$ cat src/rtl/bcd_display_scanner_if.sv
// Signal bundle between a BCD digit source and the multiplexed 7-segment scanner.
// The source drives the digits and controls; the scanner returns segment and anode drives.
interface bcd_display_scanner_if #(
   parameter int NUM_DIGITS = 8
);
   logic [4*NUM_DIGITS-1:0] bcd_in;
   logic                    load;
   logic                    enable;
   logic                    blank_lz;
   logic [6:0]              seg_n;
   logic [NUM_DIGITS-1:0]   an_n;
   logic                    digit_err;
   logic                    frame_tick;

   modport master (
      output bcd_in, load, enable, blank_lz,
      input  seg_n, an_n, digit_err, frame_tick
   );

   modport slave (
      input  bcd_in, load, enable, blank_lz,
      output seg_n, an_n, digit_err, frame_tick
   );
endinterface

$ cat src/rtl/bcd_display_scanner.sv
// Time-multiplexed common-anode 7-segment scanner for a latched set of BCD digits,
// with leading-zero blanking, invalid-nibble flag and a dark guard cycle per digit slot.
module bcd_display_scanner #(
   parameter int NUM_DIGITS = 8,
   parameter int PRESCALE   = 50000
) (
   input  logic                  i_clk,
   input  logic                  i_rst,
   bcd_display_scanner_if.slave  bus
);
   localparam int              IW         = (NUM_DIGITS > 1) ? $clog2(NUM_DIGITS) : 1;
   localparam int              PW         = $clog2(PRESCALE);
   localparam logic [PW-1:0]   PRESC_LAST = PW'(PRESCALE - 1);
   localparam logic [IW-1:0]   INDEX_LAST = IW'(NUM_DIGITS - 1);

   typedef enum logic {ST_IDLE, ST_SCAN} state_t;

   state_t                  r_state, w_state_next;
   logic [4*NUM_DIGITS-1:0] r_shadow, w_shadow_next;
   logic [PW-1:0]           r_presc, w_presc_next;
   logic [IW-1:0]           r_index, w_index_next;
   logic [6:0]              r_seg_n, w_seg_n_next;
   logic [NUM_DIGITS-1:0]   r_an_n, w_an_n_next;
   logic                    r_digit_err, w_digit_err_next;
   logic                    r_frame_tick, w_frame_tick_next;

   logic [3:0]              w_nib [NUM_DIGITS];
   logic [6:0]              w_seg_digit [NUM_DIGITS];
   logic [NUM_DIGITS-1:0]   w_nib_bad;
   logic [NUM_DIGITS-1:0]   w_blank;

   function automatic logic [6:0] f_seg7(input logic [3:0] nib);
      case (nib)
         4'd0:    f_seg7 = 7'h40;
         4'd1:    f_seg7 = 7'h79;
         4'd2:    f_seg7 = 7'h24;
         4'd3:    f_seg7 = 7'h30;
         4'd4:    f_seg7 = 7'h19;
         4'd5:    f_seg7 = 7'h12;
         4'd6:    f_seg7 = 7'h02;
         4'd7:    f_seg7 = 7'h78;
         4'd8:    f_seg7 = 7'h00;
         4'd9:    f_seg7 = 7'h10;
         default: f_seg7 = 7'h3F;
      endcase
   endfunction

   // A digit is blanked when it and every more significant nibble are zero; digit 0 never is.
   always_comb begin
      logic v_run;
      v_run   = 1'b1;
      w_blank = '0;
      for (int i = NUM_DIGITS - 1; i > 0; i--) begin
         v_run      = v_run && (w_nib[i] == 4'd0);
         w_blank[i] = bus.blank_lz && v_run;
      end
   end

   generate
      for (genvar gi = 0; gi < NUM_DIGITS; gi++) begin : g_digit
         assign w_nib[gi]       = r_shadow[4*gi +: 4];
         assign w_nib_bad[gi]   = (w_nib[gi] > 4'd9);
         assign w_seg_digit[gi] = w_blank[gi] ? 7'h7F : f_seg7(w_nib[gi]);
      end
   endgenerate

   always_comb begin
      w_state_next      = r_state;
      w_shadow_next     = bus.load ? bus.bcd_in : r_shadow;
      w_presc_next      = r_presc;
      w_index_next      = r_index;
      w_seg_n_next      = 7'h7F;
      w_an_n_next       = '1;
      w_frame_tick_next = 1'b0;
      w_digit_err_next  = |w_nib_bad;
      case (r_state)
         ST_IDLE: begin
            if (bus.load) w_state_next = ST_SCAN;
         end
         ST_SCAN: begin
            if (bus.enable) begin
               if (r_presc == PRESC_LAST) begin
                  w_presc_next = '0;
                  if (r_index == INDEX_LAST) begin
                     w_index_next      = '0;
                     w_frame_tick_next = 1'b1;
                  end else begin
                     w_index_next = r_index + 1'b1;
                  end
               end else begin
                  w_presc_next = r_presc + 1'b1;
               end
               // Prescaler count 0 is the dark guard slot between digits.
               if (r_presc != '0) begin
                  w_an_n_next[r_index] = 1'b0;
                  w_seg_n_next         = w_seg_digit[r_index];
               end
            end
         end
         default: w_state_next = ST_IDLE;
      endcase
   end

   always_ff @(posedge i_clk) begin
      if (i_rst) begin
         r_state      <= ST_IDLE;
         r_shadow     <= '0;
         r_presc      <= '0;
         r_index      <= '0;
         r_seg_n      <= 7'h7F;
         r_an_n       <= '1;
         r_digit_err  <= 1'b0;
         r_frame_tick <= 1'b0;
      end else begin
         r_state      <= w_state_next;
         r_shadow     <= w_shadow_next;
         r_presc      <= w_presc_next;
         r_index      <= w_index_next;
         r_seg_n      <= w_seg_n_next;
         r_an_n       <= w_an_n_next;
         r_digit_err  <= w_digit_err_next;
         r_frame_tick <= w_frame_tick_next;
      end
   end

   assign bus.seg_n      = r_seg_n;
   assign bus.an_n       = r_an_n;
   assign bus.digit_err  = r_digit_err;
   assign bus.frame_tick = r_frame_tick;
endmodule

$ cat src/flat_wrapper.sv
// flat-port wrapper written by rule: the top's interface ports become plain ports
module bcd_display_scanner_flat 
#(
   parameter int NUM_DIGITS = 8,
   parameter int PRESCALE   = 50000
)
  (i_clk, i_rst, bus_bcd_in, bus_load, bus_enable, bus_blank_lz, bus_seg_n, bus_an_n, bus_digit_err, bus_frame_tick);
  bcd_display_scanner_if #(.NUM_DIGITS(NUM_DIGITS)) bus_i ();
  input  logic i_clk;
  input  logic i_rst;
  input wire logic [$bits(bus_i.bcd_in)-1:0] bus_bcd_in;
  input wire logic [$bits(bus_i.load)-1:0] bus_load;
  input wire logic [$bits(bus_i.enable)-1:0] bus_enable;
  input wire logic [$bits(bus_i.blank_lz)-1:0] bus_blank_lz;
  output wire logic [$bits(bus_i.seg_n)-1:0] bus_seg_n;
  output wire logic [$bits(bus_i.an_n)-1:0] bus_an_n;
  output wire logic [$bits(bus_i.digit_err)-1:0] bus_digit_err;
  output wire logic [$bits(bus_i.frame_tick)-1:0] bus_frame_tick;
  assign bus_i.bcd_in = bus_bcd_in;
  assign bus_i.load = bus_load;
  assign bus_i.enable = bus_enable;
  assign bus_i.blank_lz = bus_blank_lz;
  assign bus_seg_n = bus_i.seg_n;
  assign bus_an_n = bus_i.an_n;
  assign bus_digit_err = bus_i.digit_err;
  assign bus_frame_tick = bus_i.frame_tick;
  bcd_display_scanner #(.NUM_DIGITS(NUM_DIGITS), .PRESCALE(PRESCALE)) u_core (.i_clk(i_clk), .i_rst(i_rst), .bus(bus_i));
endmodule
$ cat config.mk
export PLATFORM = sky130hd
export DESIGN_NAME = bcd_display_scanner_flat
export DESIGN_NICKNAME = d
export VERILOG_FILES = /design/src/rtl/bcd_display_scanner_if.sv /design/src/rtl/bcd_display_scanner.sv /design/src/flat_wrapper.sv
export SDC_FILE = /design/constraint.sdc
export NUM_CORES = 1
export LEC_CHECK = 0
export BUFFER_PORTS_ARGS = -buffer_cell sky130_fd_sc_hd__buf_4
export CAP_MARGIN = 20
export CORE_MARGIN = 3
export CORE_UTILIZATION = 45
export DETAILED_ROUTE_END_ITERATION = 12
export PLACE_DENSITY = 0.63
export SYNTH_ARGS = -nofsm -noshare
export SYNTH_HDL_FRONTEND = slang
export SYNTH_SLANG_ARGS = --single-unit
export TNS_END_PERCENT = 100
$ cat constraint.sdc
create_clock -name i_clk -period 1.9 [get_ports i_clk]
set_input_delay 0.38 -clock i_clk [delete_from_list [all_inputs] [get_ports i_clk]]
set_output_delay 0.38 -clock i_clk [all_outputs]
set_load 0.03 [all_outputs]
[Word level (Yosys, flattened, before mapping)]
Memories as Yosys holds them, arrays and structs flattened. A register that Yosys moved wholly into a read port is not among the register bits.
Cells that the tools add are included.
Cells by class
  add/sub/neg operators: 2
  magnitude comparators: 11
  equal/unequal tests: 2
  mux-type cells: 33
  bitwise logic cells: 6
  reductions and logical operators: 27
Operators by type and width (number)
  $mux 4: 16
  $mux 7: 9
  $gt 4x4->1 const B: 8
  $logic_not 4->1: 7
  $bmux 7 s3: 1
  $add 16x1->16 const B: 1
  $eq 16x16->1 const B: 1
  $mux 16: 1
  $reduce_bool 16->1: 1
  $logic_and 1x1->1: 14
  $not 8->8: 1
  $reduce_or 4->1: 2
  $reduce_or 8->1: 1
  $ge 4x4->1 const B: 1
  $lt 3x4->1 const B: 1
  $mux 1: 4
  $not 1->1: 4
  $not 3->4: 1
  $add 3x1->3 const B: 1
  $demux 1 s3: 1
  $eq 3x3->1 const B: 1
  $ge 3x1->1 const B: 1
  $mux 3: 1
  $reduce_and 3->1: 1
  $reduce_and 2->1: 1
Storage, ports and cells
  register bits after elaboration: 69
  bits in read-only memories: 896
  bits of input ports: 37
  output and inout port bits: 17
  logic and storage cells: 97
  memories: 8
Memory list
  (name not given): depth 16, bits a word 7, read ports 1, clocked after memory_dff 1, write ports 0, line bcd_display_scanner.sv:33  | case (nib)
  (name not given): depth 16, bits a word 7, read ports 1, clocked after memory_dff 1, write ports 0, line bcd_display_scanner.sv:33
  (name not given): depth 16, bits a word 7, read ports 1, clocked after memory_dff 1, write ports 0, line bcd_display_scanner.sv:33
  (name not given): depth 16, bits a word 7, read ports 1, clocked after memory_dff 1, write ports 0, line bcd_display_scanner.sv:33
  (name not given): depth 16, bits a word 7, read ports 1, clocked after memory_dff 1, write ports 0, line bcd_display_scanner.sv:33
  (name not given): depth 16, bits a word 7, read ports 1, clocked after memory_dff 1, write ports 0, line bcd_display_scanner.sv:33
  +2 memories

[Depth between registers and ports, before layout]
Gate-level depths: netlist of run 1.
  word-level depth: 12
  mapped depth: 10

[Least setup slack after synthesis of run 1]
Ideal clock, no wire load.
  path kind: input port to flip-flop
  start: input port bus_load
  end: register (tool-made name)
  library setup time: 0.132 ns
  data arrival time: 1.897 ns
  slack: -0.130 ns
  stages: 10
  path buffers: 3
  path through: buf_2 buf_2 buf_4 mux2i_1 nor2_1 inv_1 ha_1 nor2_1 a211oi_1 a31oi_1
RTL lines
  from (decl): line flat_wrapper.sv:12  | input wire logic [$bits(bus_i.load)-1:0] bus_load;

[Final worst setup path of run 1]
  start: register u_core.r_shadow[20]
  end: register u_core.r_seg_n[1] (netlist: u_core.bus.seg_n[1])
On the way
  word-level cells in the longest chain between the ends: 11
  elaborated cells on any way between the ends: 19
  classes of those cells: mux (8); reduce/logical (11)
RTL lines
  from (decl): line bcd_display_scanner.sv:19  | logic [4*NUM_DIGITS-1:0] r_shadow, w_shadow_next;
  from (signal assigned): line bcd_display_scanner.sv:116  | r_shadow <= w_shadow_next;
  $logic_not 4->1 *: line bcd_display_scanner.sv:54  | v_run = v_run && (w_nib[i] == 4'd0);
  $logic_and 1x1->1 *: line bcd_display_scanner.sv:54
  $logic_and 1x1->1 (4 in series): line bcd_display_scanner.sv:54
  $logic_and 1x1->1: line bcd_display_scanner.sv:55  | w_blank[i] = bus.blank_lz && v_run;
  $mux 7: line bcd_display_scanner.sv:63  | assign w_seg_digit[gi] = w_blank[gi] ? 7'h7F : f_seg7(w_nib[gi]);
  $bmux 7 s3 *: line bcd_display_scanner.sv:96  | w_seg_n_next = w_seg_digit[r_index];
  $mux 7 (implied by the code) * (2 in series): line bcd_display_scanner.sv:96
  to (signal assigned): line bcd_display_scanner.sv:119  | r_seg_n <= w_seg_n_next;
  to (decl): line bcd_display_scanner.sv:22  | logic [6:0] r_seg_n, w_seg_n_next;
Every way passes the cells marked *; elsewhere a longest branch is shown, timed or not. The select of a mux whose other input is x is not followed.
A chain may end at the register's enable or synchronous reset.

==> run_results.csv, run 1 <==
group,metric,value,unit
route,antenna_left,0,
yosys,synth.avg_cell_area,9.12,um^2
floorplan,rows,40,
critical_path,start_kind,"flop",
yosys,ys_top_cells_by_area,"dfxtp_1 (43%), ha_1 (9.5%), mux2i_1 (8.6%)",
floorplan,die_w,119,um
route,drc,0,
yosys,synth_cell_types,42,
global_route,grt_max_degree,52,
critical_path,arrival,2180,ps
finish,final_util,0.581,
critical_path,max_stage_delay,310,ps
global_route,grt-ovfl-total,0,
route,wl,12900,um
place,dp_slack,17.6,ps
global_route,grt_antenna_before_repair,0,
finish,final_nets,789,
hold_path,min_path_cells,3,
yosys,synth_edf_count,0,
yosys,synth_ff_type,"dfxtp_1",
yosys,ys_seq_area_frac,0.432,
yosys,synth.most_common_cell,"dfxtp_1",
floorplan,start_util,0.470,
finish,layout-drive-gt1-share,0.197,
power_and_ir_drop,leakage,3.23,nW
timing,fmax,0.543,GHz
cts,cts_tree,"done",
cts,cts_htree_levels,4,
critical_path,endpoint_kind,"flop",
yosys,synth_top_cell_by_area,"dfxtp_1",
hold_path,hold_path_class,"input pin to flop",
yosys,synth_nets,716,
timing,worst_slew_pin_slew,701,ps
yosys,synth_commonest_cells,"dfxtp_1 (125), nor2_1 (98), mux2i_1 (50)",
finish,diodes,0,
cts,path_clk_slew,50,ps
critical_path,crit_fanout,7,
route,drtPass1Iterations,7,
timing,post-route-period-util,0.969,
status,outcome,"finished clean",
yosys,netlist_instances,635,
timing,fin_skew,7.15,ps
floorplan,io_pins,54,
route,drtIter0Drc,362,
power_and_ir_drop,worst_ir_drop_vdd,0.000616,V
yosys,synth_seq_cells,125,
timing,setup_slack,59.1,ps
finish,layoutNonFillerInstCount,889,
floorplan,die_h,119,um
power_and_ir_drop,powerDensity,944,nW/um^2
floorplan,dieArea,14300,um^2
timing,relSlewSlack,0.531,
timing,fin_crit,1840,ps
place,portBuffers,53,
critical_path,required,2240,ps
cts,cts-root-buf,"clkbuf_16",
timing,drv_slew,0,
cts,insertion_delay,410,ps
global_route,grt_pass1_wl,21200,um
finish,area.growth.synth_to_final,23.6,%
floorplan,core,12300,um^2
cts,cts_buffer_depth,2,
place,dpl.cell_count,855,
job,drv_cap,0,
finish,fill_cells,1126,
yosys,syn_area,5790,um^2
cts,cts_hold_buf,0,
place,gp_congestion,0.908,
place,hpwl,9720,um
power_and_ir_drop,power.total,6.75,mW
timing,hold_viol_final,0,
cts,clkSinkCount,125,
cts,cts_buffers,17,
route,via_count,4669,
route,routedWlPerCell,14.6,um
yosys,synth_top_area_share,0.432,
critical_path,criticalPathCategory,"flop to flop",
timing,setup_viol_count_final,0,
critical_path,crit_chain,"nor4_2 > buf_4 > nand4_1 > o41ai_4 > buf_4 > o221ai_1 > nand4_1",
global_route,gr-usage-all-layers,0.186,
yosys,async_reset_ff_frac,0,
critical_path,crit_path_top_delay_cell,"dfxtp_1",
critical_path,r2r_cells,7,
global_route,grt_pass1_vias,4398,
route,routed_via_density,5.25,
yosys,ys_warn_count,0,
==> final timing paths <==
| kind | startpoint | to | slack, ps |
|---|---|---|---|
| setup / recovery | u_core.r_shadow[20] | u_core.bus.seg_n[1] | 60 |
| hold / removal | bus_bcd_in[21] | u_core.r_shadow[21] | 230 |
| setup reg to reg | u_core.r_shadow[20] | u_core.bus.seg_n[1] | 60 |
| hold reg to reg | u_core.r_index[1] | u_core.bus.an_n[6] | 490 |
==> placed cells by master (no fill, tap or decap), drive strengths merged, types with 11 or more instances in the layout <==
master and count:
a211oi 16, a21oi 35, buf 81, clkbuf 27, dfxtp 125, ha 44, inv 37, mux2i 50
nand2 37, nand4 14, nor2 98, nor3 11, o21ai 23, o221ai 14, or2 17
==> stage by stage <==
| stage | hold WS, ps | instance area (um^2) | TNS (ps) |
|---|---|---|---|
| 2_1_floorplan | 441 | 5800 | 0 |
| 3_5_place_dp | 478 | 6510 | 0 |
| 5_1_grt | 241 | 7160 | -152 |
| 6_report | 232 | 7160 | 0 |
| 3_3_place_gp | 472 | 6510 | 0 |
| 4_1_cts | 220 | 7110 | 0 |
==> cell families (layout without fill, tap and decap cells) <==
kind of cell	count (synthesis)	after routing	synth area share
and+or+nand+nor	216	216	0.177
DFF	125	125	0.432
AOI/OAI and AO/OA	122	122	0.143
buffers and inverters	64	150	0.0445
muxes	50	50	0.0864
adders and majority gates	44	44	0.0951
xor gates and xnor gates	14	14	0.0212
==> cell type report <==
class                           count  area, um^2  area share
Sequential cell                   125        2500       0.350
Tap cell                          168         210      0.0294
Clock inverter                      5        52.6     0.00734
Multi-Input combinational cell    446        3070       0.430
Inverter                           37         139      0.0194
Timing Repair Buffer               81         646      0.0902
Clock buffer                       27         533      0.0745
==> worst max-delay path: cells and delay by family, from the launching register on <==
family	cells	cell delay, ps
buffers and inverters	2	370
and+or+nand+nor	3	620
DFF	1	310
AOI/OAI and AO/OA	2	460
==> report_power, final <==
group          leakage (nW)  switching (mW)  total (mW)  internal [mW]
sequential             1.03          0.0890        2.91           2.82
combinational          1.90           0.396       0.725          0.329
clock                 0.289            1.08        3.12           2.04
total                  3.23            1.57        6.75           5.19
==> what timing repair did <==
| action | CTS | global route |
|---|---|---|
| setup endpoints to repair | 1 | 8 |
| setup buffers | 1 | 1 |
| resized for setup | 0 | 7 |
| pin swaps | 1 | 1 |
==> layer usage <==
metal,up-vias,global-route usage,part of all wire,wire [um]
li1,2370,-,-,-
met3,19,0.0527,0.050,647
met2,111,0.275,0.44,5660
met4,0,0.0737,0.019,243
met1,2169,0.257,0.49,6380
met5,-,0,0,0
No activity file was read; power rests on OpenSTA's default activity.
==> run 2: changes to the inputs <==
Settings changed: GPL_ROUTABILITY_DRIVEN from default to 1, PLACE_DENSITY 0.63 to 0.66.
Clock period 1.9 ns to 1.58 ns, I/O delays scaled along.
==> run_results.csv, run 2 (synthesis gave the netlist of run 1 again) <==
group,metric,value,unit
job,drv_cap,0,
cts,insertion_delay,410,ps
floorplan,dieArea,14300,um^2
timing,fin_crit,1850,ps
route,wl_met2,6980,um
place,portBuffers,53,
timing,setup_tns,-6630,ps
power_and_ir_drop,worst_ir_drop_vdd,0.000747,V
floorplan,die_w,119,um
finish,layout_commonest_cell,"buf_4",
floorplan,core,12300,um^2
cts,path_clk_slew,50,ps
finish,fill_cells,980,
route,routedWlPerCell,14.8,um
power_and_ir_drop,combPwrFrac,0.143,
critical_path,arrival,2110,ps
critical_path,criticalPathCategory,"flop to flop",
route,route.met3.wl,689,um
cts,clkSinkCount,125,
power_and_ir_drop,p_clk_frac,0.445,
route,antenna_left,0,
cts,cts-root-buf,"clkbuf_16",
power_and_ir_drop,leakage,3.66,nW
timing,setup_slack,-267,ps
global_route,grt-ovfl-total,0,
cts,cts_hold_buf,0,
timing,post-route-period-util,1.17,
cts,cts_buffers,17,
cts,cts_buffer_depth,2,
finish,diodes,0,
power_and_ir_drop,power_frac_seq,0.413,
hold_path,hold_path_class,"input pin to flop",
place,gp_congestion,0.867,
timing,hold_viol_final,0,
route,drc,0,
power_and_ir_drop,switching_power,1.98,mW
timing,worst_slew_pin_slew,832,ps
floorplan,die_h,119,um
floorplan,start_util,0.470,
timing,fmax,0.541,GHz
finish,final_util,0.682,
route,drtIter0Drc,244,
timing,setup_viol_count_final,34,
route,via_count,5008,
timing,relSlewSlack,0.443,
route,wl,14400,um
power_and_ir_drop,sw_frac_of_total,0.233,
route,routed_via_density,5.15,
timing,drv_slew,0,
power_and_ir_drop,powerDensity,1010,nW/um^2
finish,mostFrequentLayoutCells,"buf_4 (156), dfxtp_1 (121), nor2_1 (67)",
global_route,grt_pass1_vias,4820,
route,drtPass1Iterations,7,
timing,rsz0062_at_grt,"yes",
global_route,grt_max_degree,35,
global_route,grt_antenna_before_repair,0,
power_and_ir_drop,power.internal,6.51,mW
status,violations,"setup timing",
critical_path,endpoint_kind,"flop",
critical_path,start_kind,"flop",
cts,cts_htree_levels,4,
status,outcome,"finished with violations",
cts,cts_tree,"done",
global_route,grt_pass1_wl,23100,um
critical_path,required,1840,ps
route,drt-met1-wl,6550,um
finish,layout-drive-gt1-share,0.411,
floorplan,rows,40,
timing,fin_skew,6.82,ps
route,highest_layer,"met4",
global_route,gr-usage-all-layers,0.204,
finish,final_nets,874,
finish,area.growth.synth_to_final,44.9,%
place,hpwl,10800,um
floorplan,io_pins,54,
critical_path,crit_fanout,7,
## run 2: cell count changes in the layout (fill, tap and decap cells not counted), sizes merged
cell	change
buf	+84
clkinvlp	-1
clkinv	+2
bufinv	+1
clkbuf	-2
## run 2: area by class of cell
class	count	area (um^2)	area share
clock buffers	24	502	0.0598
clock inverters	7	85.1	0.0101
inverters	37	139	0.0165
multi-input cells	446	3620	0.431
flip-flops and latches	125	2510	0.299
well taps	168	210	0.0250
repair buffers	166	1340	0.159
## run 2: path summary, 6_finish.rpt
| path | from | to | slack (ps) | depth (start not counted) |
|---|---|---|---|---|
| worst max-delay path | u_core.r_shadow[30] | u_core.bus.seg_n[0] | -270 | 7 |
| worst min-delay path | bus_bcd_in[28] | u_core.r_shadow[28] | 170 | 3 |
| worst max register to register | u_core.r_shadow[30] | u_core.bus.seg_n[0] | -270 | 7 |
| worst min register to register | u_core.r_index[1] | u_core.bus.an_n[7] | 500 | 1 |
## run 2: critical path, stage by stage (launching register included)
cell and delay [ps]:
dfxtp_1 380, nor4_4 60, buf_4 140, buf_4 130
and3_1 210, a31o_2 310, o221ai_1 310, nand4_1 160
## run 2: repair_timing
item                                    CTS  global route
buffers inserted                          1             2
endpoints found under the setup margin   34            52
endpoints found under the hold margin     0             0
pin swaps                                12             7
gates cloned                              1             1
gates resized for setup                  18            30
## run 2: metal layers
metal	GRT usage	vias up
li1	-	2546
met1	0.263	2341
met2	0.341	104
met3	0.0408	17
met4	0.0687	0
met5	0	-
## run 2: power by group through the flow
stage / registers (mW) / logic [mW] / clock network, mW
global route: 3.52 / 1.34 / 3.98
floorplan: 3.53 / 0.702 / 0
global placement: 3.55 / 1.13 / 0
finish: 3.50 / 1.21 / 3.78
detailed placement: 3.55 / 1.16 / 0
CTS: 3.50 / 1.19 / 3.83
## run 2: through the flow
stage	power (mW)	std cells	worst slack (ps)	cell area (um^2)	hold slack, ps
after floorplan	4.23	635	-169	6280	441
after global placement	4.68	937	-409	7580	475
after detailed placement	4.71	937	-392	7580	485
after CTS	8.51	970	-234	8260	157
after global routing	8.84	973	-337	8390	171
final	8.49	973	-267	8390	167
